## src/rtl/display_pkg.sv

```systemverilog
// Shared types and helpers for the display BCD scheduler.
//   sched_state_t : scheduler FSM states
//   chan_t        : display channel identifiers
//   BCD_W         : converter result width (four nibbles)
//   DEFAULT_TIMEOUT : default WAIT-state abort limit in cycles
//   bcd_valid()   : range check on a converter result
package display_pkg;

    typedef enum logic [1:0] {
        IDLE,
        ISSUE,
        WAIT
    } sched_state_t;

    typedef enum logic {
        CH_MIN,
        CH_SEC
    } chan_t;

    localparam int unsigned BCD_W           = 16;
    localparam int unsigned DEFAULT_TIMEOUT = 63;

    // A usable two-digit result has an empty high byte and decimal low nibbles.
    function automatic logic bcd_valid(input logic [BCD_W-1:0] bcd);
        return (bcd[15:8] == 8'd0) && (bcd[7:4] <= 4'd9) && (bcd[3:0] <= 4'd9);
    endfunction

endpackage

```

## src/rtl/display_bcd_scheduler.sv

```systemverilog
// Time-shares one binary-to-BCD converter between the minutes and seconds
// channels and holds the four resulting display digits.
//   clk, rst_n          : clock, asynchronous active-low reset
//   minutes, seconds    : channel values (0-59 expected)
//   conv_start          : one-cycle converter request
//   conv_bin            : converter operand, stable from ISSUE through WAIT
//   conv_done, conv_bcd : converter completion pulse and result
//   bcd0, bcd1          : seconds ones / tens digits
//   bcd2, bcd3          : minutes ones / tens digits
//   disp_update         : one-cycle pulse after a digit commit
//   conv_err            : one-cycle pulse on timeout or invalid result
module display_bcd_scheduler
    import display_pkg::*;
#(
    parameter int unsigned BIN_W   = 6,
    parameter int unsigned CONV_W  = 14,
    parameter int unsigned TIMEOUT = DEFAULT_TIMEOUT
) (
    input  logic              clk,
    input  logic              rst_n,
    input  logic [BIN_W-1:0]  minutes,
    input  logic [BIN_W-1:0]  seconds,
    output logic              conv_start,
    output logic [CONV_W-1:0] conv_bin,
    input  logic              conv_done,
    input  logic [BCD_W-1:0]  conv_bcd,
    output logic [3:0]        bcd0,
    output logic [3:0]        bcd1,
    output logic [3:0]        bcd2,
    output logic [3:0]        bcd3,
    output logic              disp_update,
    output logic              conv_err
);

    localparam int unsigned CNT_W = $clog2(TIMEOUT + 1);

    sched_state_t      state_q,       state_d;
    logic [BIN_W-1:0]  last_min_q,    last_min_d;
    logic [BIN_W-1:0]  last_sec_q,    last_sec_d;
    logic              force_min_q,   force_min_d;
    logic              force_sec_q,   force_sec_d;
    chan_t             last_grant_q,  last_grant_d;
    chan_t             grant_q,       grant_d;
    logic [CNT_W-1:0]  cnt_q,         cnt_d;
    logic [CONV_W-1:0] conv_bin_q,    conv_bin_d;
    logic              conv_start_q,  conv_start_d;
    logic [3:0]        bcd0_q,        bcd0_d;
    logic [3:0]        bcd1_q,        bcd1_d;
    logic [3:0]        bcd2_q,        bcd2_d;
    logic [3:0]        bcd3_q,        bcd3_d;
    logic              disp_update_q, disp_update_d;
    logic              conv_err_q,    conv_err_d;

    logic  pend_min_c;
    logic  pend_sec_c;
    chan_t sel_c;

    // A channel needs work when forced or when it differs from its last issued value.
    assign pend_min_c = force_min_q | (minutes != last_min_q);
    assign pend_sec_c = force_sec_q | (seconds != last_sec_q);

    // Next-state and next-output logic.
    always_comb begin
        state_d       = state_q;
        last_min_d    = last_min_q;
        last_sec_d    = last_sec_q;
        force_min_d   = force_min_q;
        force_sec_d   = force_sec_q;
        last_grant_d  = last_grant_q;
        grant_d       = grant_q;
        cnt_d         = cnt_q;
        conv_bin_d    = conv_bin_q;
        conv_start_d  = 1'b0;
        bcd0_d        = bcd0_q;
        bcd1_d        = bcd1_q;
        bcd2_d        = bcd2_q;
        bcd3_d        = bcd3_q;
        disp_update_d = 1'b0;
        conv_err_d    = 1'b0;
        sel_c         = CH_MIN;

        case (state_q)
            IDLE: begin
                if (pend_min_c || pend_sec_c) begin
                    // Round-robin only matters when both channels compete.
                    if (pend_min_c && pend_sec_c) begin
                        sel_c = (last_grant_q == CH_MIN) ? CH_SEC : CH_MIN;
                    end else begin
                        sel_c = pend_sec_c ? CH_SEC : CH_MIN;
                    end
                    grant_d      = sel_c;
                    last_grant_d = sel_c;
                    if (sel_c == CH_SEC) begin
                        conv_bin_d  = CONV_W'(seconds);
                        last_sec_d  = seconds;
                        force_sec_d = 1'b0;
                    end else begin
                        conv_bin_d  = CONV_W'(minutes);
                        last_min_d  = minutes;
                        force_min_d = 1'b0;
                    end
                    conv_start_d = 1'b1;
                    state_d      = ISSUE;
                end
            end

            ISSUE: begin
                cnt_d   = '0;
                state_d = WAIT;
            end

            WAIT: begin
                if (conv_done) begin
                    // Invalid results keep the snapshot, so they are not retried.
                    if (bcd_valid(conv_bcd)) begin
                        if (grant_q == CH_SEC) begin
                            bcd1_d = conv_bcd[7:4];
                            bcd0_d = conv_bcd[3:0];
                        end else begin
                            bcd3_d = conv_bcd[7:4];
                            bcd2_d = conv_bcd[3:0];
                        end
                        disp_update_d = 1'b1;
                    end else begin
                        conv_err_d = 1'b1;
                    end
                    state_d = IDLE;
                end else if (cnt_q == CNT_W'(TIMEOUT - 1)) begin
                    // Abort on the TIMEOUT-th WAIT cycle and force a retry.
                    conv_err_d = 1'b1;
                    if (grant_q == CH_SEC) begin
                        force_sec_d = 1'b1;
                    end else begin
                        force_min_d = 1'b1;
                    end
                    state_d = IDLE;
                end else begin
                    cnt_d = cnt_q + CNT_W'(1);
                end
            end

            default: begin
                state_d = IDLE;
            end
        endcase
    end

    // Scheduler state and registered outputs.
    always_ff @(posedge clk or negedge rst_n) begin
        if (!rst_n) begin
            state_q       <= IDLE;
            last_min_q    <= '0;
            last_sec_q    <= '0;
            force_min_q   <= 1'b1;
            force_sec_q   <= 1'b1;
            last_grant_q  <= CH_MIN;
            grant_q       <= CH_MIN;
            cnt_q         <= '0;
            conv_bin_q    <= '0;
            conv_start_q  <= 1'b0;
            bcd0_q        <= 4'd0;
            bcd1_q        <= 4'd0;
            bcd2_q        <= 4'd0;
            bcd3_q        <= 4'd0;
            disp_update_q <= 1'b0;
            conv_err_q    <= 1'b0;
        end else begin
            state_q       <= state_d;
            last_min_q    <= last_min_d;
            last_sec_q    <= last_sec_d;
            force_min_q   <= force_min_d;
            force_sec_q   <= force_sec_d;
            last_grant_q  <= last_grant_d;
            grant_q       <= grant_d;
            cnt_q         <= cnt_d;
            conv_bin_q    <= conv_bin_d;
            conv_start_q  <= conv_start_d;
            bcd0_q        <= bcd0_d;
            bcd1_q        <= bcd1_d;
            bcd2_q        <= bcd2_d;
            bcd3_q        <= bcd3_d;
            disp_update_q <= disp_update_d;
            conv_err_q    <= conv_err_d;
        end
    end

    assign conv_start  = conv_start_q;
    assign conv_bin    = conv_bin_q;
    assign bcd0        = bcd0_q;
    assign bcd1        = bcd1_q;
    assign bcd2        = bcd2_q;
    assign bcd3        = bcd3_q;
    assign disp_update = disp_update_q;
    assign conv_err    = conv_err_q;

endmodule

```

## config.mk

```make
export PLATFORM = sky130hd
export DESIGN_NAME = display_bcd_scheduler
export DESIGN_NICKNAME = d
export VERILOG_FILES = /design/src/rtl/display_pkg.sv /design/src/rtl/display_bcd_scheduler.sv
export SDC_FILE = /design/constraint.sdc
export NUM_CORES = 1
export LEC_CHECK = 0
export CAP_MARGIN = 30
export CORE_UTILIZATION = 40
export DETAILED_ROUTE_END_ITERATION = 8
export PLACE_DENSITY = 0.72
export SETUP_SLACK_MARGIN = 0.5
export SYNTH_ARGS = -nofsm -noshare
export SYNTH_HDL_FRONTEND = slang
export SYNTH_SLANG_ARGS = --single-unit
```

## constraint.sdc

```tcl
create_clock -name clk -period 2.1 [get_ports clk]
set_clock_uncertainty 0.05 [all_clocks]
set_input_delay 0.525 -clock clk [delete_from_list [all_inputs] [get_ports clk]]
set_output_delay 0.525 -clock clk [all_outputs]
set_load 0.01 [all_outputs]
```

==> impl_metrics.toml <==
[outcome]
outcome = "finished clean"

[final_layout]
drive_gt1_frac = 0.442
seqCellArea_um2 = 1210
final_cell_mix = "dfrtp_1, dlygate4sd2_1, buf_4, mux2_4, xor2_1"
instances_no_fill = 348
nFillCells = 448
layout.nets = 308
multi_input_area_um2 = 1210
final_common_cell = "dfrtp_1"
n_antenna_cell = 0
area_growth_pct = 49.4

[timing]
drv_slew = 0
rsz0062_at_grt = "true"
finalHoldViolations = 0
post-route-period-util = 0.927
holdWs_ns = 0.108
max_freq_ghz = 0.514
fin_crit_ns = 1.95
setup_violations = 0

[cts]
cts_made_buffers = 5
clk_path_buf_depth = 2
htreeDepth = 2
cts_sinks = 48
clock_latency_ns = 0.30
cts_tree = "yes"
cts_hold_buf = 0
root_buffer = "clkbuf_8"
clkTransAtPathRegs_ns = 0.08

[hold_path]
hp-class = "input port to async pin"

[detailed_routing]
drtPass1Iterations = 4
num_vias = 1727
drc = 0
viasPerCell = 4.96
drt_iter0_drc = 55
post_drt_wl_per_cell_um = 15.1
ant_nets = 0
wirelength_um = 5240

[floorplanning]
chipWidth_um = 77.2
dieArea_um2 = 5960
std_cell_rows = 27
core_area_um2 = 5470
die_h_um = 77.2
start_util = 0.414
io_pins = 64

[placement]
globalplace.congestion = 0.803
place_hpwl_um = 3550
io_buffers = 55
place_inst = 329

[grt]
grt_overflow = 0
grt_usage = 0.184
first_global_vias = 1719
grt_pass1_wl_um = 8460
antenna_found_initial = 0
grt_max_degree = 30

[power_and_ir_drop]
ir_worst_vdd_v = 0.000513
switchingPower_w = 0.00121
powerDensity_nw_per_um2 = 1030
clockPowerShare = 0.161
p_leak_nw = 1.69
seqPwrFrac = 0.400
p_int_w = 0.00225
p_sw_frac = 0.350
comb_power_share = 0.438

[synthesis]
yosysUniqueCellTypes = 43
synth_edf_count = 0
yosys_warnings = 0
synth-main-ff-cell = "dfrtp_1"
syn_area_um2 = 2260
ys_seq_area_frac = 0.532
avgSynthCellArea_um2 = 12.4
synth_cells = 182
synth_seq_cells = 48
async_reset_ff_frac = 1.00

[job]
cap_viol_max_count = 0

[setup_path]
critical_path_class = "input port to flop"
crit_path_start_kind = "input port"
end_kind = "flop"
path_max_fanout = 7
arrival_ns = 2.09
required_ns = 2.24
-- layer usage --
metal / global-route usage / vias up / share of wire
met5: 0 / - / 0
met4: 0.0792 / 0 / 0.018
met3: 0.0310 / 7 / 0.030
met2: 0.291 / 38 / 0.48
met1: 0.246 / 856 / 0.47
li1: - / 826 / -
-- cell families (layout without fill, tap and decap cells) --
| logic type | count (synthesis) | count (layout) | synth area share |
|---|---|---|---|
| buffers and inverters | 16 | 102 | 0.0497 |
| adders and majority gates | 2 | 2 | 0.0111 |
| xor gates and xnor gates | 16 | 16 | 0.0619 |
| and+or+nand+nor | 49 | 49 | 0.119 |
| AOI/OAI and AO/OA | 28 | 29 | 0.110 |
| other | 1 | 8 | 0.00166 |
| DFF | 48 | 48 | 0.532 |
| muxes | 22 | 22 | 0.114 |
-- worst max-delay path, stage by stage --
cell and delay [ns]:
dlygate4sd2_1 0.26, xor2_1 0.16, or4_4 0.44, nor2_4 0.12
o211a_4 0.26, mux2_4 0.32
-- synth_stat cells, drive strengths merged, types with 2 or more instances --
| library cell | n | share of area |
|---|---|---|
| ha | 2 | 0.011 |
| nor3 | 11 | 0.024 |
| dfrtp | 46 | 0.51 |
| buf | 12 | 0.043 |
| a22o | 2 | 0.0077 |
| o21ai | 3 | 0.013 |
| o21a | 2 | 0.0066 |
| inv | 4 | 0.0066 |
| or2 | 2 | 0.0066 |
| mux2 | 22 | 0.11 |
| a21oi | 2 | 0.0044 |
| a221o | 6 | 0.030 |
| dfstp | 2 | 0.023 |
| nand2 | 9 | 0.015 |
| nand3b | 2 | 0.0083 |
| and2 | 2 | 0.0055 |
| nand4 | 3 | 0.0083 |
| nor4 | 5 | 0.014 |
| xnor2 | 4 | 0.015 |
| xor2 | 12 | 0.046 |
| a21o | 7 | 0.024 |
| a31oi | 2 | 0.0055 |
| nand3 | 3 | 0.0066 |
| nor2 | 8 | 0.018 |
-- power groups by stage --
| stage | Clock, W | Sequential (W) | Combinational, W |
|---|---|---|---|
| 2_1_floorplan | 0 | 0.00136 | 0.000861 |
| 3_3_place_gp | 0 | 0.00138 | 0.00128 |
| 3_5_place_dp | 0 | 0.00138 | 0.00131 |
| 4_1_cts | 0.000576 | 0.00136 | 0.00135 |
| 5_1_grt | 0.000603 | 0.00143 | 0.00164 |
| 6_report | 0.000560 | 0.00139 | 0.00152 |
-- flip-flops by register name, indices dropped and copies added (netlist names), 2 cells and up --
signal / cells
cnt_q: 6
conv_bin: 6
last_min_q: 6
last_sec_q: 6
bcd0: 4
bcd1: 4
bcd2: 4
bcd3: 4
state_q: 2
-- layout make-up --
| type | count | share of cell area |
|---|---|---|
| flip-flops and latches | 48 | 0.358 |
| inverters | 4 | 0.00444 |
| repair buffers | 90 | 0.228 |
| multi-input cells | 126 | 0.357 |
| well taps | 72 | 0.0266 |
| clock buffers | 8 | 0.0266 |
-- through the flow --
step	power, W	worst slack (ns)	area (um2)	util	TNS (ns)
after detailed placement	0.00269	-0.481	3130	0.573	-14.91
after CTS	0.00329	0.101	3260	0.595	0
after floorplan	0.00222	-0.0170	2380	-	-0.0509
final	0.00347	0.153	3380	0.618	0
after global placement	0.00266	-0.453	3130	0.573	-14.44
after global routing	0.00367	0.119	3380	0.618	0
-- path summary, 6_finish.rpt --
| path | start | to | slack, ns | cells past startpoint |
|---|---|---|---|---|
| worst min register to register | last_sec_q[4] | last_sec_q[4] | 0.45 | 1 |
| worst max register to register | last_sec_q[3] | last_min_q[0] | 0.15 | 5 |
| min in group clk | last_sec_q[4] | last_sec_q[4] | 0.45 | 1 |
| max in group asynchronous | rst_n | force_min_q | 1.32 | 2 |
| worst max-delay path | seconds[4] | last_min_q[0] | 0.15 | 6 |
| worst min-delay path | rst_n | bcd0[0] | 0.11 | 1 |
-- timing repair --
action                     4_1_cts  5_1_grt
setup buffers                    6        4
gates cloned                     1        0
resized for setup               87       35
setup endpoints to repair       69       46
pin swaps                       20       23
Note: power is estimated with default switching activity, not from simulation.
